[config.mk]
export PLATFORM = sky130hd
export DESIGN_NAME = mem_access_unit
export DESIGN_NICKNAME = d
export VERILOG_FILES = /design/src/rtl/mem_access_unit_pkg.sv /design/src/rtl/mem_access_unit_timeout_counter.sv /design/src/rtl/mem_access_unit.sv
export SDC_FILE = /design/constraint.sdc
export NUM_CORES = 1
export LEC_CHECK = 0
export ABC_AREA = 1
export CAP_MARGIN = 20
export CORE_ASPECT_RATIO = 1.5
export CORE_MARGIN = 2
export CORE_UTILIZATION = 42
export DETAILED_ROUTE_END_ITERATION = 6
export HOLD_SLACK_MARGIN = 0.1
export PLACE_DENSITY = 0.86
export SYNTH_ARGS = -nofsm -noshare
export SYNTH_HDL_FRONTEND = slang
export SYNTH_SLANG_ARGS = --single-unit
[constraint.sdc]
create_clock -name clock -period 5.35 [get_ports clock]
set_input_delay 1.3375 -clock clock [delete_from_list [all_inputs] [get_ports clock]]
set_output_delay 1.3375 -clock clock [all_outputs]
set_load 0.03 [all_outputs]
[src/rtl/mem_access_unit_pkg.sv]
// Shared types and constants for the memory-access stage.
// Imported by the MEM stage top and its timeout counter.
package mem_access_unit_pkg;

  typedef enum logic {
    IDLE = 1'b0,
    WAIT = 1'b1
  } mau_state_e;

  localparam int TIMEOUT_CYCLES = 256;
  localparam int CNT_W = 8;
  localparam logic [CNT_W-1:0] CNT_LAST =
    CNT_W'(TIMEOUT_CYCLES - 1);

endpackage

[src/rtl/mem_access_unit_timeout_counter.sv]
// Saturating wait-cycle counter for the data-memory handshake.
// Flags expiry once the last allowed wait cycle is reached.
module mem_timeout_counter
  import mem_access_unit_pkg::*;
(
  input  logic clock,
  input  logic reset,
  input  logic clear,
  input  logic enable,
  output logic expired
);

  logic [CNT_W-1:0] count_q;
  logic [CNT_W-1:0] count_d;

  assign expired = (count_q == CNT_LAST);

  always_comb begin
    count_d = count_q;
    if (clear) begin
      count_d = '0;
    end else if (enable && !expired) begin
      count_d = count_q + CNT_W'(1);
    end
  end

  always_ff @(posedge clock) begin
    if (reset) begin
      count_q <= '0;
    end else begin
      count_q <= count_d;
    end
  end

endmodule

[src/rtl/mem_access_unit.sv]
// MEM pipeline stage: issues data-memory requests, stalls
// upstream until ack or timeout, and drives the MEM/WB register.
module mem_access_unit
  import mem_access_unit_pkg::*;
(
  input  logic        clock,
  input  logic        reset,
  input  logic [31:0] mem_instruction,
  input  logic        mem_shouldWriteRegister,
  input  logic [4:0]  mem_registerWriteAddress,
  input  logic        mem_shouldWriteMemoryElseAluOutputToRegister,
  input  logic [31:0] mem_aluOutput,
  input  logic        mem_shouldWriteMemory,
  input  logic [31:0] mem_registerRtOrZero,
  output logic        dmem_req,
  output logic        dmem_we,
  output logic [31:0] dmem_addr,
  output logic [31:0] dmem_wdata,
  input  logic [31:0] dmem_rdata,
  input  logic        dmem_ack,
  output logic        stall,
  output logic [31:0] wb_instruction,
  output logic        wb_shouldWriteRegister,
  output logic [4:0]  wb_registerWriteAddress,
  output logic [31:0] wb_registerWriteData,
  output logic        bus_error,
  output logic        align_error
);

  mau_state_e state_q;
  logic       expired;
  logic       store;
  logic       load;
  logic       memop;
  logic       aligned;

  // A load with the store bit also set is treated as a store.
  assign store   = mem_shouldWriteMemory;
  assign load    = mem_shouldWriteMemoryElseAluOutputToRegister
                   & ~mem_shouldWriteMemory;
  assign memop   = load | store;
  assign aligned = (mem_aluOutput[1:0] == 2'b00);

  always_comb begin
    stall = 1'b0;
    if (!reset) begin
      unique case (state_q)
        IDLE:    stall = memop & aligned;
        WAIT:    stall = ~dmem_ack & ~expired;
        default: stall = 1'b0;
      endcase
    end
  end

  mem_timeout_counter u_timeout (
    .clock   (clock),
    .reset   (reset),
    .clear   (state_q == IDLE),
    .enable  ((state_q == WAIT) & ~dmem_ack),
    .expired (expired)
  );

  always_ff @(posedge clock) begin
    if (reset) begin
      state_q                 <= IDLE;
      dmem_req                <= 1'b0;
      dmem_we                 <= 1'b0;
      dmem_addr               <= '0;
      dmem_wdata              <= '0;
      wb_instruction          <= '0;
      wb_shouldWriteRegister  <= 1'b0;
      wb_registerWriteAddress <= '0;
      wb_registerWriteData    <= '0;
      bus_error               <= 1'b0;
      align_error             <= 1'b0;
    end else begin
      // Bubble by default; completing paths override below.
      wb_instruction          <= '0;
      wb_shouldWriteRegister  <= 1'b0;
      wb_registerWriteAddress <= '0;
      wb_registerWriteData    <= '0;
      unique case (state_q)
        IDLE: begin
          if (!memop) begin
            wb_instruction          <= mem_instruction;
            wb_shouldWriteRegister  <= mem_shouldWriteRegister;
            wb_registerWriteAddress <= mem_registerWriteAddress;
            wb_registerWriteData    <= mem_aluOutput;
          end else if (aligned) begin
            dmem_req   <= 1'b1;
            dmem_we    <= store;
            dmem_addr  <= mem_aluOutput;
            dmem_wdata <= mem_registerRtOrZero;
            state_q    <= WAIT;
          end else begin
            align_error <= 1'b1;
          end
        end
        WAIT: begin
          if (dmem_ack) begin
            dmem_req                <= 1'b0;
            wb_instruction          <= mem_instruction;
            wb_shouldWriteRegister  <= mem_shouldWriteRegister
                                       & ~store;
            wb_registerWriteAddress <= mem_registerWriteAddress;
            wb_registerWriteData    <= load ? dmem_rdata
                                            : mem_aluOutput;
            state_q                 <= IDLE;
          end else if (expired) begin
            dmem_req  <= 1'b0;
            bus_error <= 1'b1;
            state_q   <= IDLE;
          end
        end
        default: state_q <= IDLE;
      endcase
    end
  end

endmodule

* Word level (Yosys, flattened, before mapping)
Cells that the tools add are included.
** Word-level totals
- Flip-flop bits (word level) :: 147
- Bits of input ports :: 139
- Output and inout port bits :: 139
- Word-level logic and storage cells :: 61
** Cells by class
- Add/subtract/negate cells :: 1
- Eq/ne operators :: 4
- Mux-type cells :: 25
- Bitwise gates (word level) :: 11
- Reduce and logical (&&, ||, !) cells :: 8
** Operator list (number)
- two-way mux 32 bit :: 5
- one-hot mux 32 bit (2 select lines) :: 2
- AND reduction 3 bit :: 4
- two-way mux 1 bit :: 11
- two-way mux 5 bit :: 2
- one-hot mux 5 bit (2 select lines) :: 1
- adder 8 x 1 -> 8 bit, second input constant :: 1
- equality test 8 bit, second input constant :: 1
- one-hot mux 1 bit (2 select lines) :: 4
- bitwise AND 1 bit :: 5
- inverter 1 bit :: 5
- != test 2 bit, second input constant :: 2
- != test 3 x 2 -> 1 bit, second input constant :: 1
- zero test 2 bit :: 1
- OR reduction 2 bit :: 1
- logical AND 1 bit :: 1
- zero test 1 bit :: 1
- OR 1 bit :: 1

* Logic depth before layout (Yosys ltp)
Gate-level depths: netlist of run 1.
- Depth after elaboration :: 6
- Depth in mapped cells :: 10
- Mapped depth without buffers :: 8

* Modules after synthesis
A second synthesis of run 1 with hierarchy kept.
** Unflattened totals
- Cell total of the unflattened synthesis :: 911
- Area, all modules :: 6090.8 um^2
** Modules (own cells, without submodules)
- mem_access_unit :: times used 1, cells an instance 839, area an instance 5634.2 um^2, sequential area each 2782.7 um^2
- mem_timeout_counter :: times used 1, cells an instance 72, area an instance 456.7 um^2, sequential area each 160.2 um^2

* Worst setup path after synthesis of run 1
Ideal clock, no wire load.
- Path type :: input to output
- Start :: input mem_aluOutput[0]
- End :: output stall
- Arrival :: 2451 ps
- Required time :: 4013 ps
- Setup slack :: 1562 ps
- Stages on the path :: 7
- Cells stage by stage :: or2_4 nor2_4 buf_6 inv_4 buf_8 buf_6 a21oi_2
** Between the ends
- Longest elaborated chain between the ends :: 4
** RTL lines
- start, declared :: RTL line mem_access_unit.sv:12 : input logic [31:0] mem_aluOutput,
- zero test 2 bit :: RTL line mem_access_unit.sv:42 : assign aligned = (mem_aluOutput[1:0] == 2'b00);
- bitwise AND 1 bit :: RTL line mem_access_unit.sv:48 : IDLE: stall = memop & aligned;
- one-hot mux 1 bit (2 select lines) :: RTL line mem_access_unit.sv:47 : unique case (state_q)
- two-way mux 1 bit :: RTL line mem_access_unit.sv:46 : if (!reset) begin
- end, declared :: RTL line mem_access_unit.sv:21 : output logic stall,
No other way between the ends.

* Worst setup path after layout of run 1
- Start :: input dmem_ack
- End :: output stall
** Between the ends
- Longest elaborated chain between the ends :: 4
** RTL lines
- start, declared :: RTL line mem_access_unit.sv:20 : input logic dmem_ack,
- inverter 1 bit (no line)
- bitwise AND 1 bit :: RTL line mem_access_unit.sv:49 : WAIT: stall = ~dmem_ack & ~expired;
- one-hot mux 1 bit (2 select lines) :: RTL line mem_access_unit.sv:47
- two-way mux 1 bit :: RTL line mem_access_unit.sv:46
No other way between the ends.

==> results.sh, run 1 <==
export IMPL_ios=278
export IMPL_ys_top_cells_by_count="155 x nor2_1, 147 x dfxtp_1, 89 x nand2_1, 68 x o21ai_0, 49 x inv_1"
export IMPL_n_antenna_cell=0
export IMPL_cts_resized=0
export IMPL_report_final_slew_viol_count=0
export IMPL_async_reset_ff_share_pct=0
export IMPL_critPathKind="in -> out"
export IMPL_max_freq_ghz=0.253
export IMPL_synth_fa_ha_area_share_pct=0.244
export IMPL_syn_to_final_growth_pct=65.8
export IMPL_multi_input_area_sq_um=1780
export IMPL_setup_violations_final=0
export IMPL_end_kind="output port"
export IMPL_fill_cells=921
export IMPL_antenna_left=0
export IMPL_synth_area_sq_um=5130
export IMPL_grt_pass1_vias=5071
export IMPL_ys_top_cells_by_area="dfxtp_1 57%, nor2_1 11%, o21ai_0 6.6%"
export IMPL_port_buffers=277
export IMPL_die_w_um=94.2
export IMPL_dp_slack_ps=1410
export IMPL_synthesis_nets=773
export IMPL_gp_congestion=0.835
export IMPL_vias=5013
export IMPL_slew_limit_headroom_pct=40.4
export IMPL_antenna_found_initial=0
export IMPL_wl_per_cell_um=15.8
export IMPL_synth_top_family_by_area="simple AND/OR/NAND/NOR gates"
export IMPL_p_per_area_nw_per_um2=325
export IMPL_synth_edf_count=0
export IMPL_drt_initial_drc_count=151
export IMPL_crit_required_ps=4010
export IMPL_synth_compound_area_share_pct=11.1
export IMPL_maxCapViolations=0
export IMPL_track_usage_pct=25.9
export IMPL_holdCritPathClass="reg -> reg"
export IMPL_vias_per_cell=4.70
export IMPL_die_y_um=139
export IMPL_firstDrtPassIters=5
export IMPL_regArea_sq_um=2940
export IMPL_synth_simple_area_share_pct=22.9
export IMPL_cts_tree="done"
export IMPL_ys_warn_count=0
export IMPL_rsz0062_at_grt="no"
export IMPL_grt_max_degree=68
export IMPL_synthMuxAreaShare_pct=0
export IMPL_htree_levels=4
export IMPL_tns_ps=0
export IMPL_min_period_over_period_pct=74.0
export IMPL_gr_total_overflow=0
export IMPL_cp_arrival_ps=2620
export IMPL_cts_sinks=147
export IMPL_cts_setup_buffers=0
export IMPL_yosys_most_used_dff="dfxtp_1"
export IMPL_cts_buffers=17
export IMPL_p_leak_nw=3.46
export IMPL_ys_seq_area_share_pct=57.4
export IMPL_layout_drive_gt1_share_pct=8.75
export IMPL_rows=49
export IMPL_clk_latency_ps=410
export IMPL_fin_skew_ps=9.00
export IMPL_synth_xor_area_share_pct=0.513
export IMPL_peakVddDrop_v=0.000268
export IMPL_drt_wl_total_um=16800
export IMPL_status="finished clean"
export IMPL_drc=0
export IMPL_synth_seq_cells=147
export IMPL_power_mw=2.77
export IMPL_fin_ws_ps=1390
export IMPL_synth_most_common_cell="nor2_1"
export IMPL_clkTransAtPathRegs_ps=60
export IMPL_synth_top_area_share_pct=57.4
export IMPL_synth_cells=633
export IMPL_grt_first_pass_wirelength_um=26300
export IMPL_final_hold_violation_count=0
export IMPL_initial_core_util_pct=42.9
export IMPL_worst_pin_slew_ps=894
export IMPL_worst_setup_path_start_kind="input pin"
export IMPL_die_area_sq_um=13100
export IMPL_fin_crit_ps=3960
export IMPL_nNetsFinal=1041
export IMPL_cts_buffer_depth=2
export IMPL_root_buffer="clkbuf_16"
export IMPL_yosysTopAreaCell="dfxtp_1"
export IMPL_placeableCoreArea_sq_um=12000
export IMPL_synth_avg_cell_area_sq_um=8.10
export IMPL_path_max_fanout=10
export IMPL_synth_cell_type_count=25
export IMPL_dp_hpwl_um=11700
export IMPL_cts_hold_buf=0
==> layout make-up <==
type	count	share of cell area, %
multi-input combinational	399	21.0
clock buffer	17	5.01
inverter	53	2.37
clock inverter	15	1.72
tap	153	2.25
timing repair buffer	283	33.1
sequential	147	34.6
==> worst paths after layout <==
| path | start | depth (start not counted) | slack, ps | end |
|---|---|---|---|---|
| worst min-delay path | dmem_addr[1]$_SDFFE_PP0P_ | 2 | 460 | dmem_addr[1]$_SDFFE_PP0P_ |
| worst max register to register | state_q$_SDFF_PP0_ | 5 | 3620 | wb_registerWriteAddress[4]$_SDFF_PP0_ |
| worst min register to register | dmem_addr[1]$_SDFFE_PP0P_ | 2 | 460 | dmem_addr[1]$_SDFFE_PP0P_ |
| worst max-delay path | dmem_ack | 5 | 1390 | stall |
==> power breakdown <==
group	leakage (nW)	switching (mW)	internal [mW]
combinational	1.99	0.235	0.205
clock	0.276	0.501	0.655
sequential	1.20	0.0220	1.15
total	3.46	0.758	2.01
==> layer usage <==
metal	up-vias	track usage (%)	share of wire (%)
met5	-	0	0
met4	0	11.4	3.5
met3	42	6.98	6.8
met2	209	46.8	54
met1	2267	27.5	36
li1	2495	-	-
==> state kept, by name, indices dropped and copies added, names as in the netlist <==
signal,count
dmem_addr,32
dmem_wdata,32
wb_instruction,32
wb_registerWriteData,32
u_timeout.count_q,8
wb_registerWriteAddress,5
align_error,1
bus_error,1
dmem_req,1
dmem_we,1
state_q,1
wb_shouldWriteRegister,1
==> per-stage QoR <==
step	instance area, sq um	hold WS, ps	utilization (%)	instances
global placement	7930	447	66.3	1035
global route	8500	482	71.1	1067
finish	8500	458	71.1	1067
CTS	8500	464	71.1	1067
detailed placement	7930	452	66.3	1035
floorplan	5130	472	-	633
==> worst max-delay path, cell delays in order <==
cell and delay (ps):
clkdlybuf4s50_1 450, nor2_1 260, nand2_2 200, a21oi_2 190, buf_4 180
==> cell usage in the layout (no fill, tap or decap), types with 7 or more instances in the layout <==
cell             synthesis  layout
clkdlybuf4s50_1          0     275
nor2_1                 155     154
dfxtp_1                147     147
nand2_1                 89      89
o21ai_0                 68      68
inv_1                   49      48
a21oi_1                 38      38
nor2_2                  27      28
clkbuf_16                0      17
nand3_1                  8       8
inv_6                    0       7
buf_4                    0       7
==> logic make-up (layout without fill, tap and decap cells) <==
logic type / after synthesis / after routing
xor gates and xnor gates: 3 / 3
buffers and inverters: 87 / 368
DFF: 147 / 147
and+or+nand+nor: 284 / 284
adders and majority gates: 1 / 1
AOI/OAI and AO/OA: 111 / 111
Note: power is estimated with default switching activity, not from simulation.
==> run 2, diff against run 1 <==
--- a/config.mk
+++ b/config.mk
@@ -9,10 +9,10 @@
 export CAP_MARGIN = 20
 export CORE_ASPECT_RATIO = 1.5
 export CORE_MARGIN = 2
-export CORE_UTILIZATION = 42
+export CORE_UTILIZATION = 35
 export DETAILED_ROUTE_END_ITERATION = 6
 export HOLD_SLACK_MARGIN = 0.1
-export PLACE_DENSITY = 0.86
+export PLACE_DENSITY = 0.76
 export SYNTH_ARGS = -nofsm -noshare
 export SYNTH_HDL_FRONTEND = slang
 export SYNTH_SLANG_ARGS = --single-unit
==> constraint.sdc (replaced) <==
create_clock -name clock -period 3.5 [get_ports clock]
set_input_delay 0.875 -clock clock [delete_from_list [all_inputs] [get_ports clock]]
set_output_delay 0.875 -clock clock [all_outputs]
set_load 0.03 [all_outputs]
==> run 2 against run 1 <==
  * Clock power rose by 62%
  * Global-route usage fell by 4.5 points
  * Combinational power rose by 53%
==> results.sh, run 2 (same netlist as run 1, synthesis figures left out) <==
export IMPL_wl_per_cell_um=15.1
export IMPL_crit_required_ps=2620
export IMPL_crit_chain="clkdlybuf4s50_1 > nor2_1 > nand2_2 > a21oi_2 > buf_4"
export IMPL_r2r_start="state_q$_SDFF_PP0_"
export IMPL_status="finished clean"
export IMPL_vias_per_cell=4.47
export IMPL_cts_tree="done"
export IMPL_die_w_um=103
export IMPL_slew_limit_headroom_pct=40.3
export IMPL_tns_ps=0
export IMPL_cts_setup_buffers=0
export IMPL_grt_max_degree=68
export IMPL_fin_crit_ps=3000
export IMPL_fin_ws_ps=496
export IMPL_nNetsFinal=1041
export IMPL_cp_slowest_cell="clkdlybuf4s50_1"
export IMPL_drt_wl_total_um=16800
export IMPL_final_hold_violation_count=0
export IMPL_maxCapViolations=0
export IMPL_dp_slack_ps=507
export IMPL_slowest_delay_ps=440
export IMPL_min_to="dmem_addr[0]$_SDFFE_PP0P_"
export IMPL_gr_total_overflow=0
export IMPL_grt_pass1_vias=4825
export IMPL_initial_core_util_pct=35.5
export IMPL_rows=54
export IMPL_final_cell_mix="275 x clkdlybuf4s50_1, 154 x nor2_1, 147 x dfxtp_1"
export IMPL_cts_buffer_depth=2
export IMPL_placeableCoreArea_sq_um=14500
export IMPL_port_buffers=277
export IMPL_clk_latency_ps=410
export IMPL_cts_buffers=17
export IMPL_end_kind="output port"
export IMPL_clkTransAtPathRegs_ps=60
export IMPL_setup_violations_final=0
export IMPL_root_buffer="clkbuf_16"
export IMPL_die_area_sq_um=15700
export IMPL_report_final_slew_viol_count=0
export IMPL_max_freq_ghz=0.333
export IMPL_cts_sinks=147
export IMPL_r2r_worst_path_cells=5
export IMPL_antenna_left=0
export IMPL_n_antenna_cell=0
export IMPL_vias=4965
export IMPL_cts_resized=0
export IMPL_hp_start="dmem_addr[0]$_SDFFE_PP0P_"
export IMPL_firstDrtPassIters=4
export IMPL_final_common_cell="clkdlybuf4s50_1"
export IMPL_p_leak_nw=3.49
export IMPL_p_per_area_nw_per_um2=504
export IMPL_dp_hpwl_um=11900
export IMPL_layout_drive_gt1_share_pct=8.75
export IMPL_syn_to_final_growth_pct=68.0
export IMPL_drc=0
export IMPL_worst_setup_path_start_kind="input pin"
export IMPL_cp_arrival_ps=2130
export IMPL_htree_levels=4
export IMPL_rsz0062_at_grt="no"
export IMPL_whs_path_depth=2
export IMPL_drt_initial_drc_count=119
export IMPL_gp_congestion=0.872
export IMPL_critPathKind="in -> out"
export IMPL_cts_hold_buf=0
export IMPL_worst_pin_slew_ps=896
export IMPL_worstReg2RegEnd="wb_instruction[18]$_SDFF_PP0_"
export IMPL_grt_first_pass_wirelength_um=25700
export IMPL_path_max_fanout=10
export IMPL_die_y_um=152
export IMPL_holdCritPathClass="reg -> reg"
export IMPL_rrSetupSlack_ps=1800
export IMPL_fin_skew_ps=8.28
export IMPL_track_usage_pct=21.4
export IMPL_peakVddDrop_v=0.000284
export IMPL_min_period_over_period_pct=85.8
export IMPL_antenna_found_initial=0
export IMPL_ios=278
[run 2: cell types whose count changed in the layout (fill, tap and decap cells not counted)]
cell,change
clkinv_4,+3
clkinv_2,-2
clkinv_8,+2
clkinvlp_4,-2
inv_6,-2
buf_12,+1
buf_4,-1
bufinv_16,+1
[run 2: layout make-up]
cell class / instances / area, sq um
clock buffers: 17 / 425
flip-flops and latches: 147 / 2940
fillers: 1291 / 5850
multi-input cells: 399 / 1780
clock inverters: 15 / 193
repair buffers: 283 / 2820
well taps: 196 / 245
inverters: 53 / 201
[run 2: power breakdown]
group          total, mW  leakage, nW  internal, mW  switching [mW]
clock network       1.88        0.299          1.09           0.796
logic              0.673         1.99         0.315           0.358
registers           1.78         1.20          1.75          0.0311
[run 2: per-stage QoR]
stage / area [sq um] / hold slack, ps / power [mW] / cells / util, %
after floorplan: 5130 / 472 / 2.13 / 633 / -
after global placement: 7990 / 442 / 2.49 / 1078 / 55.3
after detailed placement: 7990 / 446 / 2.50 / 1078 / 55.3
after CTS: 8610 / 456 / 4.39 / 1110 / 59.6
after global routing: 8610 / 495 / 4.52 / 1110 / 59.6
final: 8610 / 454 / 4.34 / 1110 / 59.6
[run 2: how the worst max path moves through the flow]
| stage | start | depth (start not counted) | to | slack (ps) |
|---|---|---|---|---|
| 2_1_floorplan | mem_aluOutput[0] | 7 | stall | 640 |
| 3_3_place_gp | dmem_ack | 5 | stall | 540 |
| 3_5_place_dp | dmem_ack | 5 | stall | 510 |
| 4_1_cts | dmem_ack | 5 | stall | 500 |
| 5_1_grt | dmem_ack | 5 | stall | 390 |
| 6_report | dmem_ack | 5 | stall | 500 |
[run 2: worst max-delay path: cells and delay by family]
kind                   cells  cell delay (ps)
AND/OR/NAND/NOR            2              470
AO/OA/AOI/OAI              1              180
buffers and inverters      2              610
[run 2: routing by layer]
layer | part of all wire (%) | wire length (um) | vias up | GRT usage (%)
met5 | 0 | 0 | - | 0
met4 | 2.8 | 464 | 0 | 8.58
met3 | 8.7 | 1460 | 29 | 7.06
met2 | 52 | 8720 | 201 | 38.5
met1 | 37 | 6140 | 2237 | 22.4
li1 | - | - | 2498 | -
==> run 3, diff against run 2 <==
--- a/config.mk
+++ b/config.mk
@@ -8,7 +8,6 @@
 export ABC_AREA = 1
 export CAP_MARGIN = 20
 export CORE_ASPECT_RATIO = 1.5
-export CORE_MARGIN = 2
 export CORE_UTILIZATION = 35
 export DETAILED_ROUTE_END_ITERATION = 6
 export HOLD_SLACK_MARGIN = 0.1
==> run 3 against run 2 <==
  * Sequential share of layout area rose by 0.095 points
  * Cell count fell by 0.27%
  * Register-to-register slack got worse by 30 ps
  * Critical path depth did not move
  * Flip-flop and latch count did not move
  * Clock power barely moved
  * Clock-buffer cell count rose by 1
  * Sequential power barely moved
  * Clock skew fell by 1.4 ps
  * Worst hold slack improved by 11 ps
  * Cell area fell by 0.28%
  * Largest cell class unchanged
  * Largest power group unchanged
  * Highest routed layer unchanged
==> results.sh, run 3 (same netlist as run 1, synthesis figures left out) <==
export IMPL_holdCritPathClass="reg -> reg"
export IMPL_tns_ps=0
export IMPL_drt_wl_total_um=16300
export IMPL_vias_per_cell=4.47
export IMPL_fill_cells=1241
export IMPL_initial_core_util_pct=36.3
export IMPL_clkTransAtPathRegs_ps=70
export IMPL_worst_pin_slew_ps=891
export IMPL_max_freq_ghz=0.336
export IMPL_end_kind="output port"
export IMPL_antenna_found_initial=0
export IMPL_dp_hpwl_um=11500
export IMPL_grtUsageMet3_pct=5.25
export IMPL_firstDrtPassIters=4
export IMPL_cts_tree="done"
export IMPL_cts_hold_buf=0
export IMPL_ios=278
export IMPL_vias=4953
export IMPL_final_hold_violation_count=0
export IMPL_crit_required_ps=2620
export IMPL_cts_buffers=17
export IMPL_min_period_over_period_pct=85.1
export IMPL_cp_arrival_ps=2100
export IMPL_cts_sinks=147
export IMPL_p_per_area_nw_per_um2=503
export IMPL_drc=0
export IMPL_place_area_sq_um=7980
export IMPL_gp_congestion=0.844
export IMPL_wl_per_cell_um=14.8
export IMPL_report_final_slew_viol_count=0
export IMPL_cts_buffer_depth=2
export IMPL_cts_resized=0
export IMPL_track_usage_pct=21.9
export IMPL_antenna_left=0
export IMPL_critPathKind="in -> out"
export IMPL_slew_limit_headroom_pct=40.6
export IMPL_htree_levels=4
export IMPL_p_leak_nw=3.48
export IMPL_drt_initial_drc_count=136
export IMPL_path_max_fanout=10
export IMPL_use_met2_pct=40.2
export IMPL_final_cell_mix="275 x clkdlybuf4s50_1, 154 x nor2_1, 147 x dfxtp_1"
export IMPL_n_antenna_cell=0
export IMPL_die_w_um=101
export IMPL_busiest_layer="met2"
export IMPL_cts_setup_buffers=0
export IMPL_grt_pass1_vias=4902
export IMPL_syn_to_final_growth_pct=67.5
export IMPL_rsz0062_at_grt="no"
export IMPL_grt_max_degree=66
export IMPL_peakVddDrop_v=0.000256
export IMPL_nNetsFinal=1042
export IMPL_clk_latency_ps=400
export IMPL_root_buffer="clkbuf_16"
export IMPL_status="finished clean"
export IMPL_gr_total_overflow=0
export IMPL_final_cell_area_sq_um=8590
export IMPL_fin_skew_ps=6.83
export IMPL_maxCapViolations=0
export IMPL_placeableCoreArea_sq_um=14100
export IMPL_rows=53
export IMPL_die_y_um=150
export IMPL_layout_drive_gt1_share_pct=8.74
export IMPL_use_met1_pct=23.5
export IMPL_port_buffers=277
export IMPL_setup_violations_final=0
export IMPL_fin_crit_ps=2980
export IMPL_final_common_cell="clkdlybuf4s50_1"
export IMPL_die_area_sq_um=15100
export IMPL_grt_first_pass_wirelength_um=25200
export IMPL_worst_setup_path_start_kind="input pin"
[run 3: routing by layer]
layer	vias up	part of all wire [%]	wire, um
met4	0	2.5	406
met2	177	54	8790
met3	26	6.2	1010
met5	-	0	0
li1	2499	-	-
met1	2251	37	6120
[run 3: layout make-up]
cell class	instances	area [sq um]	area share (%)
clock buffers	18	429	5.00
clock inverters	14	175	2.04
inverters	53	201	2.35
multi-input cells	399	1780	20.7
flip-flops and latches	147	2940	34.3
well taps	192	240	2.80
repair buffers	284	2820	32.8
[run 3: worst max-delay path: stages]
cell             delay, ps
clkdlybuf4s50_1        430
nor2_1                 250
nand2_2                200
a21oi_2                170
buf_4                  170
[run 3: through the flow]
step	total power, mW	std cells	setup WS, ps	hold WS, ps	utilization (%)
floorplan	2.13	633	637	472	-
global placement	2.49	1075	538	448	56.5
detailed placement	2.49	1075	536	451	56.5
CTS	4.37	1107	525	466	60.8
global route	4.48	1107	437	489	60.8
finish	4.32	1107	521	465	60.8
[run 3: path summary, 6_finish.rpt]
path / start / endpoint / slack, ps / cells after the start
min: dmem_addr[1]$_SDFFE_PP0P_ / dmem_addr[1]$_SDFFE_PP0P_ / 470 / 2
max reg2reg: state_q$_SDFF_PP0_ / wb_instruction[20]$_SDFF_PP0_ / 1770 / 5
min reg2reg: dmem_addr[1]$_SDFFE_PP0P_ / dmem_addr[1]$_SDFFE_PP0P_ / 470 / 2
max: dmem_ack / stall / 520 / 5
[run 3: power breakdown]
part | internal [mW] | switching (mW)
combinational | 0.314 | 0.355
sequential | 1.75 | 0.0315
clock | 1.13 | 0.732
total | 3.20 | 1.12
